`config.mk`:
```
export PLATFORM = sky130hd
export DESIGN_NAME = cdc_handshake_tx
export DESIGN_NICKNAME = d
export VERILOG_FILES = /design/src/rtl/cdc_pkg.sv /design/src/rtl/cdc_ack_sync.sv /design/src/rtl/cdc_handshake_tx.sv
export SDC_FILE = /design/constraint.sdc
export NUM_CORES = 1
export LEC_CHECK = 0
export ABC_AREA = 1
export CORE_MARGIN = 1
export CORE_UTILIZATION = 55
export DETAILED_ROUTE_END_ITERATION = 16
export DONT_BUFFER_PORTS = 1
export HOLD_SLACK_MARGIN = 0.05
export PLACE_DENSITY = 0.75
export SLEW_MARGIN = 0
export SYNTH_ARGS = -nofsm -noshare
export SYNTH_HDL_FRONTEND = slang
export SYNTH_SLANG_ARGS = --single-unit
```
`constraint.sdc`:
```
create_clock -name clk -period 3 [get_ports clk]
set_input_delay 0.15 -clock clk [delete_from_list [all_inputs] [get_ports clk]]
set_output_delay 0.15 -clock clk [all_outputs]
set_load 0.005 [all_outputs]
```
`src/rtl/cdc_pkg.sv`:
```
// Shared types and limits for the four-phase req/ack clock-domain-crossing blocks.
// Imported by the ack synchronizer and the source-side controller.
package cdc_pkg;

    typedef enum logic [1:0] {
        IDLE = 2'd0,
        REQ  = 2'd1,
        REL  = 2'd2
    } cdc_tx_state_t;

    localparam int CDC_SYNC_STAGES_MIN = 2;
    localparam int CDC_SYNC_STAGES_MAX = 6;

endpackage : cdc_pkg

```
`src/rtl/cdc_ack_sync.sv`:
```
// Multi-flop synchronizer for a single-bit handshake signal, reset to 0.
// Shared by the source side (ack) and the destination side (req).
module cdc_ack_sync
    import cdc_pkg::*;
#(
    parameter int STAGES = 3
) (
    input  logic clk,
    input  logic resetn,
    input  logic async_in,
    output logic sync_out
);

    generate
        if (STAGES < CDC_SYNC_STAGES_MIN || STAGES > CDC_SYNC_STAGES_MAX) begin : g_bad_stages
            $error("cdc_ack_sync: STAGES out of range 2..6");
        end
    endgenerate

    // Keep the chain together, away from shift-register packing, so the
    // placer treats it as a metastability-settling path.
    (* ASYNC_REG = "TRUE", shreg_extract = "no" *)
    logic [STAGES-1:0] sync_q;

    always_ff @(posedge clk or negedge resetn) begin
        if (!resetn) begin
            sync_q <= '0;
        end else begin
            // NOTE: non-blocking keeps every stage sampling its predecessor's
            // pre-edge value; blocking would collapse the chain to one flop.
            sync_q <= {sync_q[STAGES-2:0], async_in};
        end
    end

    assign sync_out = sync_q[STAGES-1];

endmodule : cdc_ack_sync

```
`src/rtl/cdc_handshake_tx.sv`:
```
// Source half of a four-phase req/ack CDC bus transfer.
// Optional ack-wait watchdog is built when CDC_TX_TIMEOUT_EN is defined.
module cdc_handshake_tx
    import cdc_pkg::*;
#(
    parameter int WIDTH          = 32,
    parameter int SYNC_STAGES    = 3,
    parameter int TIMEOUT_CYCLES = 1024
) (
    input  logic             clk,
    input  logic             resetn,
    input  logic             s_valid,
    output logic             s_ready,
    input  logic [WIDTH-1:0] s_data,
    output logic             tx_req,
    output logic [WIDTH-1:0] tx_data,
    input  logic             tx_ack,
    output logic             tx_done,
    output logic             timeout
);

    generate
        if (TIMEOUT_CYCLES < 1) begin : g_bad_timeout
            $error("cdc_handshake_tx: TIMEOUT_CYCLES must be at least 1");
        end
    endgenerate

    cdc_tx_state_t state;
    cdc_tx_state_t next_state;
    logic          ack_s;
    logic          accept;

    cdc_ack_sync #(
        .STAGES (SYNC_STAGES)
    ) u_ack_sync (
        .clk      (clk),
        .resetn   (resetn),
        .async_in (tx_ack),
        .sync_out (ack_s)
    );

    always_ff @(posedge clk or negedge resetn) begin
        if (!resetn) begin
            state <= IDLE;
        end else begin
            state <= next_state;
        end
    end

    always_comb begin
        // NOTE: the default assignment up front means every path drives
        // next_state, so no latch is inferred.
        next_state = state;
        unique case (state)
            IDLE:    if (accept) next_state = REQ;
            REQ:     if (ack_s)  next_state = REL;
            REL:     if (!ack_s) next_state = IDLE;
            default: next_state = IDLE;
        endcase
    end

    // A stale-high ack after reset or a spurious ack in IDLE blocks acceptance.
    always_comb begin
        s_ready = (state == IDLE) && !ack_s;
        accept  = s_valid && s_ready;
    end

    // tx_req comes straight from a flop so the destination never sees a
    // decode glitch while the state bits change.
    always_ff @(posedge clk or negedge resetn) begin
        if (!resetn) begin
            tx_req  <= 1'b0;
            tx_done <= 1'b0;
            tx_data <= '0;
        end else begin
            tx_req  <= (next_state == REQ);
            tx_done <= (state == REL) && !ack_s;
            if (accept) begin
                tx_data <= s_data;
            end
        end
    end

`ifdef CDC_TX_TIMEOUT_EN
    localparam int CNT_W = $clog2(TIMEOUT_CYCLES + 1);

    logic [CNT_W-1:0] wait_cnt;
    logic             timeout_q;
    logic             waiting;

    // Counts cycles spent in the current REQ or REL visit; never aborts.
    assign waiting = (state != IDLE) && (next_state == state);

    always_ff @(posedge clk or negedge resetn) begin
        if (!resetn) begin
            wait_cnt  <= '0;
            timeout_q <= 1'b0;
        end else begin
            if (next_state != state) begin
                wait_cnt <= '0;
            end else if (waiting && wait_cnt != CNT_W'(TIMEOUT_CYCLES)) begin
                wait_cnt <= wait_cnt + 1'b1;
            end
            if (waiting && wait_cnt == CNT_W'(TIMEOUT_CYCLES - 1)) begin
                timeout_q <= 1'b1;
            end
        end
    end

    assign timeout = timeout_q;
`else
    assign timeout = 1'b0;
`endif

endmodule : cdc_handshake_tx

```
==> impl_metrics.toml <==
[status]
status = "completed"

[sta]
relSlewSlack_pct = 62.1
skew_ns = 0.00482
min_period_over_period_pct = 62.1
fin_ws_ns = 1.14
finalHoldViolations = 0
slew_viol_final = 0
min_period_ns = 1.86
max_freq_mhz = 537
whs_ns = 0.240
finalSetupTns_ns = 0
rsz0062_at_grt = "false"
finalSetupViolations = 0
tightest_slew_ns = 0.568

[critical_path]
critPathCaptureType = "flip-flop"
cp_cell_sequence = "nor2_4, buf_4, nand4_1, dlygate4sd3_1, nand2_1"
path_class = "reg2reg"
start_kind = "flip-flop"
slowest_delay_ns = 0.63
crit_fanout = 33
slowest_stage = "dlygate4sd3_1"
cp.arrival_ns = 2.15
cp.required_ns = 3.28

[clock_network]
clk_pin_slew_worst_paths_ns = 0.11
htree_num_levels = 2
cts.sinks = 39
root_buffer = "clkbuf_4"
cts_tree = "yes"
worstSkewPairLatency_ns = 0.34
cts_inserted_buffers = 5
clock_path_buffers = 2

[finish]
final_cell_area_sq_um = 2300
diodes = 0
fillers = 163
nNetsFinal = 260
synthToLayoutAreaGrowth_pct = 44.6
area.sequential_sq_um = 976
drive_gt1_share_pct = 5.33
multi_input_area_sq_um = 505

[yosys]
synth_xor_area_share_pct = 0
synth-compound-area-share_pct = 0.315
synth-simple-area-share_pct = 31.3
synth_fp_nets = 198
yosys-mux-area-fraction_pct = 0
synth_cells = 162
ys_seq_elements = 39
synthAdderAreaFrac_pct = 0
ys_warn_count = 0
synth_top_family_by_area = "simple AND/OR/NAND/NOR gates"
ys_types = 15
syn-cell-area_sq_um = 1590
syn_area_per_cell_sq_um = 9.81
yosysSeqAreaShare_pct = 61.4

[drt]
met2_length_microns = 2210
firstDrtPassIters = 5
wire_per_inst_microns = 16.7
drt_iter0_markers = 87
met1_length_microns = 1610
drc = 0
finalWirelength_microns = 4270
top_layer = "met4"
ant_nets = 0
vias_per_cell = 5.80
num_vias = 1485
wl_met3_microns = 317

[place]
portBuffers = 0
dpl_worst_slack_ns = 1.36
placed_area_sq_um = 1540
hpwlAfterDp_microns = 1990
place_congestion = 0.660

[run]
drv_cap = 0

[die]
start_util_pct = 57.6
dieHeight_microns = 55.8
boundaryPins = 72
die-area_sq_um = 3110
dieWidth_microns = 55.8
rows = 19
core_area_sq_um = 2760

[hold_path]
hp-class = "in2reg"

[global_routing]
grt_pass1_vias = 1542
grt_overflow = 0
antenna_found_initial = 0
grt_pass1_wl_microns = 6960
grt_use_total_pct = 29.3
grt_max_degree = 40

[power_and_ir_drop]
power_per_cell_area_nw_per_um2 = 535
leakagePower_nw = 1.04
ir_drop_uv = 499
-- power breakdown --
part	total (W)	switching, W	internal, W
clock network	0.000303	0.000165	0.000138
logic	0.000218	0.000116	0.000102
registers	0.000709	0.0000840	0.000625
total	0.00123	0.000365	0.000865
-- state kept, by name, indices dropped and copies added, names as in the netlist --
name               flops
tx_req                 1
tx_data               32
state                  2
tx_done                1
u_ack_sync.sync_q      3
-- routing by layer --
layer  up-vias  global-route usage, %
li1        671                      -
met1       708                   33.0
met2        91                   52.0
met3        15                   6.98
met4         0                   13.9
met5         -                      0
-- cell usage in the layout (no fill, tap or decap) --
cell,instances
buf_4,1
clkbuf_1,1
dfrtp_1,39
nand2_1,64
nor2_1,2
nand4_1,32
clkbuf_8,2
buf_12,1
conb_1,1
nand3_4,1
dlygate4sd3_1,67
inv_2,1
o21ai_0,1
nor3_1,4
inv_1,2
nor2_4,1
clkbuf_4,5
-- cell type report --
class                      instances  share of cell area (%)
timing repair buffer              69                    30.4
sequential                        39                    42.5
multi-input combinational        106                    22.0
clock buffer                       8                    2.99
tap                               31                    1.69
inverter                           3                   0.490
-- critical path: cells and delay by family, from the launching register on --
| family | cells | cell delay, ns |
|---|---|---|
| simple gates | 3 | 0.38 |
| flops | 1 | 0.46 |
| buf+inv | 2 | 0.96 |
-- metrics by stage --
stage                     std cells  utilization [%]  power [W]
after CTS                       256             83.3    0.00122
after detailed placement        180             55.8   0.000849
final                           256             83.3    0.00123
after global placement          180             55.8   0.000836
after global routing            256             83.3    0.00129
after floorplan                 162                -   0.000824
-- cell usage after synthesis --
cell,instances,area share [%]
buf_6,3,2.1
nor2_1,2,0.47
inv_1,2,0.47
inv_2,1,0.24
clkbuf_1,2,0.47
nand4_1,32,13
nand3_4,1,1.1
o21ai_0,1,0.31
conb_1,1,0.24
buf_2,5,1.6
nor3_1,4,1.3
dfrtp_1,39,61
nand2_1,64,15
buf_4,4,1.9
nor2_4,1,0.71
-- what timing repair did --
| action | CTS | global route |
|---|---|---|
| setup buffers | 0 | 0 |
| hold buffers | 68 | 0 |
| resized for setup | 0 | 0 |
| endpoints found under the hold margin | 74 | 0 |
-- cell families (layout without fill, tap and decap cells) --
kind of cell,Yosys count,in the layout
simple gates,104,104
flops,39,39
buf+inv,17,80
other cells,1,1
compound gates,1,1
-- path summary, 6_finish.rpt --
path                                                start                        endpoint  slack, ns  cells after the start
max in group asynchronous                          resetn         tx_data[15]$_DFFE_PN0P_       2.54                      2
min in group asynchronous                          resetn         tx_data[28]$_DFFE_PN0P_       0.27                      2
min reg2reg                u_ack_sync.sync_q[0]$_DFF_PN0_  u_ack_sync.sync_q[1]$_DFF_PN0_       0.37                      0
max reg2reg                            state[1]$_DFF_PN0_          tx_data[6]$_DFFE_PN0P_       1.14                      5
min                                               s_valid         tx_data[22]$_DFFE_PN0P_       0.24                      3
max                                    state[1]$_DFF_PN0_          tx_data[6]$_DFFE_PN0P_       1.14                      5
No activity file was read; power rests on OpenSTA's default activity.
